$ cat src/rtl/turbo_itl_ctrl.sv
// turbo_itl_ctrl -- turbo-code interleaver block controller.
// A block of N words is written to an external RAM in natural order. It is then
// read back in the order given by an external interleaver ROM, and streamed out
// through a 4-entry output FIFO.
// Optional build macro: TURBO_ITL_RANGE_CHK_EN. When it is defined, ROM
// addresses >= N are replaced by 0 and flagged on err.
module turbo_itl_ctrl #(
    parameter int D_WIDTH = 13,
    parameter int A_WIDTH = 16
) (
    input  logic               clk,
    input  logic               rst,
    input  logic               start,
    input  logic [A_WIDTH-1:0] blk_len,
    input  logic               in_valid,
    output logic               in_ready,
    input  logic [D_WIDTH-1:0] in_data,
    output logic               out_valid,
    input  logic               out_ready,
    output logic [D_WIDTH-1:0] out_data,
    output logic               out_last,
    output logic [A_WIDTH-1:0] rom_addr,
    input  logic [A_WIDTH-1:0] rom_data,
    output logic               ram_wen,
    output logic [A_WIDTH-1:0] ram_waddr,
    output logic [D_WIDTH-1:0] ram_wdata,
    output logic [A_WIDTH-1:0] ram_raddr,
    input  logic [D_WIDTH-1:0] ram_rdata,
    output logic               busy,
    output logic               err
);

    typedef enum logic [1:0] {IDLE, WRITE, READ, DRAIN} state_t;

    localparam logic [A_WIDTH-1:0] ONE = 1;

    state_t             state;
    logic [A_WIDTH-1:0] n_len;
    logic [A_WIDTH-1:0] wcnt;
    logic [A_WIDTH-1:0] rcnt;
    logic [A_WIDTH-1:0] ocnt;
    logic               rd_s1;
    logic               rd_s2;
    logic               err_q;

    logic [D_WIDTH-1:0] fifo_mem [4];
    logic [1:0]         wr_ptr;
    logic [1:0]         rd_ptr;
    logic [2:0]         fifo_cnt;

    logic               wr_fire;
    logic               can_issue;
    logic               push;
    logic               pop;
    logic               range_fault;
    logic [A_WIDTH-1:0] raddr_sel;
    logic               last_word;
    logic [2:0]         committed;

    // Handshake decode, issue credit and ROM-to-RAM address path.
    always_comb begin
        wr_fire   = (state == WRITE) && in_valid;
        committed = fifo_cnt + {2'b00, rd_s1} + {2'b00, rd_s2};
        can_issue = (state == READ) && (committed < 3'd4);
        push      = rd_s2;
        pop       = (fifo_cnt != 3'd0) && out_ready;
        last_word = (ocnt == n_len - ONE);
`ifdef TURBO_ITL_RANGE_CHK_EN
        range_fault = rd_s1 && (rom_data >= n_len);
        raddr_sel   = range_fault ? '0 : rom_data;
`else
        range_fault = 1'b0;
        raddr_sel   = rom_data;
`endif
    end

    // Output port decode; data paths are masked to zero whenever they are idle.
    always_comb begin
        in_ready  = (state == WRITE);
        ram_wen   = wr_fire;
        ram_waddr = (state == WRITE) ? wcnt : '0;
        ram_wdata = wr_fire ? in_data : '0;
        rom_addr  = (state == READ) ? rcnt : '0;
        ram_raddr = rd_s1 ? raddr_sel : '0;
        out_valid = (fifo_cnt != 3'd0);
        out_data  = out_valid ? fifo_mem[rd_ptr] : '0;
        out_last  = out_valid && last_word;
        busy      = (state != IDLE);
        err       = err_q;
    end

    // Block FSM, counters, read pipeline valid flags and err pulse.
    always_ff @(posedge clk) begin
        if (rst) begin
            state <= IDLE;
            n_len <= '0;
            wcnt  <= '0;
            rcnt  <= '0;
            ocnt  <= '0;
            rd_s1 <= 1'b0;
            rd_s2 <= 1'b0;
            err_q <= 1'b0;
        end else begin
            err_q <= range_fault;
            rd_s1 <= can_issue;
            rd_s2 <= rd_s1;
            if (pop) begin
                ocnt <= ocnt + ONE;
            end
            case (state)
                IDLE: begin
                    if (start) begin
                        if (blk_len != '0) begin
                            n_len <= blk_len;
                            wcnt  <= '0;
                            rcnt  <= '0;
                            ocnt  <= '0;
                            state <= WRITE;
                        end else begin
                            err_q <= 1'b1;
                        end
                    end
                end
                WRITE: begin
                    if (wr_fire) begin
                        wcnt <= wcnt + ONE;
                        if (wcnt == n_len - ONE) begin
                            state <= READ;
                        end
                    end
                end
                READ: begin
                    if (can_issue) begin
                        rcnt <= rcnt + ONE;
                        if (rcnt == n_len - ONE) begin
                            state <= DRAIN;
                        end
                    end
                end
                DRAIN: begin
                    if (pop && last_word) begin
                        state <= IDLE;
                    end
                end
                default: state <= IDLE;
            endcase
        end
    end

    // Output FIFO: RAM read data enters two cycles after issue; the head pops on handshake.
    always_ff @(posedge clk) begin
        if (rst) begin
            wr_ptr   <= '0;
            rd_ptr   <= '0;
            fifo_cnt <= '0;
            for (int i = 0; i < 4; i++) begin
                fifo_mem[i] <= '0;
            end
        end else begin
            if (push) begin
                fifo_mem[wr_ptr] <= ram_rdata;
                wr_ptr           <= wr_ptr + 2'd1;
            end
            if (pop) begin
                rd_ptr <= rd_ptr + 2'd1;
            end
            case ({push, pop})
                2'b10:   fifo_cnt <= fifo_cnt + 3'd1;
                2'b01:   fifo_cnt <= fifo_cnt - 3'd1;
                default: fifo_cnt <= fifo_cnt;
            endcase
        end
    end

endmodule

$ cat config.mk
export PLATFORM = sky130hd
export DESIGN_NAME = turbo_itl_ctrl
export DESIGN_NICKNAME = d
export VERILOG_FILES = /design/src/rtl/turbo_itl_ctrl.sv
export SDC_FILE = /design/constraint.sdc
export NUM_CORES = 1
export LEC_CHECK = 0
export ABC_AREA = 1
export CAP_MARGIN = 20
export CORE_MARGIN = 4
export CORE_UTILIZATION = 45
export DETAILED_ROUTE_END_ITERATION = 16
export HOLD_SLACK_MARGIN = 0.15
export PLACE_DENSITY = 0.71
export REMOVE_ABC_BUFFERS = 1
export SLEW_MARGIN = 40
export SYNTH_ARGS = -nofsm -noshare
export SYNTH_HDL_FRONTEND = slang
export SYNTH_SLANG_ARGS = --single-unit
$ cat constraint.sdc
create_clock -name clk -period 7.2 [get_ports clk]
set_input_delay 1.8 -clock clk [delete_from_list [all_inputs] [get_ports clk]]
set_output_delay 1.8 -clock clk [all_outputs]
set_load 0.01 [all_outputs]
# --- After elaboration in Yosys (flattened, before gate mapping) ---
# Memories as Yosys holds them, arrays and structs flattened. A register that Yosys moved wholly into a read port is not among the register bits.
# Cells that the tools add are included.
totals:
  register_bits: 76
  ramBits: 52
  word_cells: 93
  memories: 1
op_classes:
  n_addsub: 10
  order_cmp: 1
  eq_ne: 15
  mux: 35
  n_bitwise: 2
  n_reduce_logical: 18
memory_table:
  columns: ["name", "depth", "word_bits", "rd", "rd_clocked_by_memory_dff", "write_ports", "line_no", "source"]
  rows:
  - ["fifo_mem", 4, 13, 1, 1, 4, "46", "logic [D_WIDTH-1:0] fifo_mem [4];"]
op_table:
  columns: ["operator", "count"]
  rows:
  - ["$mux 16", 11]
  - ["$pmux 16 s2", 2]
  - ["$add 16x1->16 const B", 3]
  - ["$eq 16x16->1", 3]
  - ["$mux 13", 3]
  - ["$mux 2", 10]
  - ["$reduce_bool 16->1", 1]
  - ["$sub 16x1->16 const B", 1]
  - ["$reduce_or 13->1", 1]
  - ["$ne 2x2->1 const B", 4]
  - ["$pmux 2 s4", 1]
  - ["$reduce_and 4->1", 2]
  - ["$reduce_bool 2->1", 4]
  - ["$mux 1", 7]
  - ["$reduce_and 7->1", 1]
  - ["$add 3x1->3", 2]
  - ["$eq 2x2->1 const B", 3]
  - ["$ne 2x1->1 const B", 3]
  - ["$pmux 3 s2", 1]
  - ["$logic_and 1x1->1", 5]
  - ["$add 2x1->2 const B", 2]
  - ["$eq 2x1->1 const B", 2]
  - ["$add 3x1->3 const B", 1]
  - ["$lt 3x3->1 const B", 1]
  - ["other kinds (6)", 7]

# --- Logic depth before layout (Yosys ltp) ---
logic_depth:
  word_depth: 6
  depth_mapped: 19
  ltp_nobuf: 18

# --- Worst setup path after synthesis ---
# No wires, ideal clock.
synth_timing:
  path_type: "input port to output port"
  startpoint: "in in_valid"
  endpoint: "out ram_wen"
  arrival_time_ps: 2309
  required_time_ps: 5400
  setup_slack_ps: 3091
  path_stages: 3
  n_path_buf: 1
  path_cell_list: "nand2_1 -> clkbuf_1 -> inv_1"
synth_between:
  elab_chain_len: 1
synth_lines:
  columns: ["element", "line_no", "source"]
  rows:
  - ["from (decl)", "15", "input logic in_valid,"]
  - ["$logic_and 1x1->1", "62", "wr_fire = (state == WRITE) && in_valid;"]
  - ["to (decl)", "24", "output logic ram_wen,"]
# No other way between the ends.

# --- Worst setup path after layout ---
layout_timing:
  startpoint: "reg n_len[0]"
  endpoint: "out out_last"
layout_between:
  elab_chain_len: 3
layout_lines:
  columns: ["element", "line_no", "source"]
  rows:
  - ["from (decl)", "38", "logic [A_WIDTH-1:0] n_len;"]
  - ["from (signal assigned)", "114", "n_len <= blk_len;"]
  - ["$sub 16x1->16", "67", "last_word = (ocnt == n_len - ONE);"]
  - ["$eq 16x16->1", "67", null]
  - ["$logic_and 1x1->1", "87", "out_last = out_valid && last_word;"]
  - ["to (decl)", "21", "output logic out_last,"]
# No other way between the ends.

==> results.md <==
* Peak VDD IR at between 150 and 200 uV
* Global-route wire length before repair at approximately 36 mm
* Ys flop type: dfxtp_1
* Setup Buffers After CTS at 0
* Seq/Total Area, Yosys at 40.2%
* Syn_area_per_cell at 6.85 sq um
* Ys async rst share at 0%
* CTS sink count at 130
* Layout cells sized above 1 at 6.23%
* CP Class: flip-flop to output pin
* Final Routed Wirelength at 22.3 mm
* Max clock buf depth at 2
* Relative slew slack at 48.8%
* Yosys reg bits at 130
* Outcome: finished clean
* Clock Latency Late Sink at 0.43 ns
* Gpl congestion at slightly below 1
* Root Buffer: clkbuf_16
* Lkg Pwr at 0.00429 uW
* Critical path arrival at 3.53 ns
* Gr usage total at 23.0%
* Post-DP HPWL at 16.5 mm
* RSZ-0062 raised after global routing: false
* Post-route ant nets at 0
* P&R area growth vs syn at 28.3%
* Cells after Synth at 1133
* Largest net degree at the start of global routing at 32
* Remaining DRCs at 0
* Remaining Overflow, GRT at 0
* Drt pass-1 iters at 6
* Worst min path class: flip-flop to flip-flop
* Hold Worst Slack at 0.464 ns
* Initial Utilization at 46.3%
* Diode count at 0
* Synthesis warning total at 0
* Vias in the first global route at ~7.3k
* Post-Route Skew at 0.00757 ns
* R2r startpoint: state[0]$_SDFFE_PP0P_
* Final setup TNS at 0 ns
* Slew Limit Fails at 0
* Hold Path Cell Cnt at 2
* Vias/cell at 5.07
* Height of the die at between 100 and 150 um
* Final worst setup slack at approximately 1.9 ns
* Row count at 47
* I/O pins at ~140
* Post-Place Worst Slack at 2.08 ns
* R2R depth at 11
* Worst slew pin tran at 0.768 ns
* Vias at about 7.6k
* Critical path required time at around 5.4 ns
* CTS tree: done
* PwrDens at 305 nW/um^2
* Max Clk Rate at 188 MHz
* Commonest cells after routing, fill and taps aside: nand2_1, inv_1, nor2_1
* Yosys cell types at 39
* Setup crit start kind: flip-flop
* PortBufs at 142
* Setup crit start: n_len[0]$_SDFFE_PP0P_
* Max Cap Viol at 0
* Placed cells at 1472
* Iteration-0 DRC Markers at between 500 and 600
* Most common cell after layout, fill and taps aside: nand2_1
* Final hold viol count at 0
* Worst Path Max Fanout at 9
* DR WL/cell at 14.9 um
* EDFF count, synth at 52
* Min Tclk post-route at 5.33 ns
* Initial antenna violation count at 0
* CTS hold repair buffers at 0
* Crit. End Element: output pin
* Final Non-Filler Cells at 1504
* Die W at 139 um
* Final period util at 74.0%
* Layout Nets at 1346
* Post-Layout Inst Area at ~10000 sq um
* Clk slew on worst S/H paths at around 0.060 ns
* Die footprint at about 19000 sq um
* Synthesized area at 7760 sq um
* Core Area at approximately 17000 sq um
* FF-to-FF End: rcnt[9]$_SDFFE_PP0P_
* Cts bufs inserted at 17
* R2r setup slk at 4.30 ns
* Hold path startpoint: rd_ptr[1]$_SDFFE_PP0P_
* Post-CTS resize count at 0
* H-tree depth at 4
* Placed cell areas at around 9400 sq um
* Setup violations, final at 0
flip-flops by register name (all words and copies together), names as in the netlist, 2 cells and up, named ones only:
name and count:
rd_ptr 2, n_len 16, wr_ptr 2, rcnt 16, ocnt 16, wcnt 16, fifo_cnt 3, state 2
fifo_mem 52
through the flow:
| step | total power (uW) | utilization [%] |
|---|---|---|
| final | 3040 | 59.4 |
| after global routing | 3240 | 59.4 |
| after CTS | 3040 | 59.4 |
| after detailed placement | 2210 | 56.0 |
| after global placement | 2190 | 56.0 |
| after floorplan | 1750 | - |
report_power, final:
group          total [uW]  switching, uW  internal [uW]  leakage (uW)
Combinational        1290            835            452       0.00285
Clock                 824            369            455      0.000267
Sequential            924           91.2            833       0.00117
critical path, stage by stage, from the launching register on:
cell,delay [ns]
dfxtp_1,0.49
inv_2,0.19
ha_1,0.36
nand2_4,0.19
nand2_1,0.14
nand2_1,0.18
xor2_1,0.21
nand4_1,0.12
a2111oi_0,0.35
nand2_1,0.09
nor3_1,0.19
clkdlybuf4s50_1,0.58
synth_stat cells (2+ instances only):
| cell | count | area (sq um) |
|---|---|---|
| nand4_1 | 15 | 93.8 |
| nor2_1 | 196 | 736 |
| o21ai_0 | 71 | 355 |
| inv_2 | 3 | 11.3 |
| inv_1 | 196 | 736 |
| xor2_1 | 22 | 193 |
| nand2_4 | 4 | 45.0 |
| edfxtp_1 | 52 | 1560 |
| nor3_2 | 5 | 50.1 |
| buf_2 | 5 | 25.0 |
| nand3_4 | 2 | 35.0 |
| nand3_2 | 3 | 30.0 |
| nor3b_1 | 3 | 22.5 |
| nand3b_1 | 5 | 37.5 |
| a21oi_1 | 62 | 310 |
| ha_1 | 11 | 138 |
| nor3_1 | 25 | 125 |
| clkbuf_1 | 21 | 78.8 |
| nor2_2 | 3 | 18.8 |
| dfxtp_1 | 78 | 1560 |
| nor2_4 | 4 | 45.0 |
| nand2_2 | 12 | 75.1 |
| nor4_1 | 5 | 31.3 |
| nand3_1 | 85 | 425 |
| nor2_8 | 2 | 40.0 |
| clkinv_1 | 3 | 11.3 |
| buf_1 | 3 | 11.3 |
| o21ai_1 | 2 | 10.0 |
| nand2_1 | 223 | 837 |
| xnor2_1 | 3 | 26.3 |
layer usage:
metal | track usage, % | vias to the layer above | wire [um] | part of all wire (%)
met5 | 0 | - | 0 | 0
met4 | 8.86 | 0 | 639 | 2.9
met3 | 4.53 | 45 | 1110 | 5.0
met2 | 38.2 | 228 | 10700 | 48
met1 | 29.7 | 3473 | 9890 | 44
li1 | - | 3876 | - | -
cells by family after synthesis:
kind of cell	count (synthesis)	share of synthesized area [%]
buffers and inverters	231	11.3
and+or+nand+nor	595	34.4
adders and majority gates	12	2.03
DFF	130	40.2
xor gates and xnor gates	25	2.82
AOI/OAI and AO/OA	140	9.24
worst max path at each step:
stage	to	slack (ns)	cells past startpoint
after global placement	ram_wdata[10]	2.15	4
after detailed placement	ram_wdata[12]	2.08	4
after floorplan	ram_wdata[0]	3.16	2
after global routing	out_last	1.62	11
after CTS	out_last	1.95	11
final	out_last	1.87	11
layout make-up:
type | count | area [sq um]
Fill cell | 1597 | 6800
Multi-Input combinational cell | 772 | 3770
Sequential cell | 130 | 3120
Timing Repair Buffer | 148 | 1470
Inverter | 202 | 758
Clock buffer | 17 | 425
Tap cell | 220 | 275
Clock inverter | 15 | 144
Note: power is estimated with default switching activity, not from simulation.
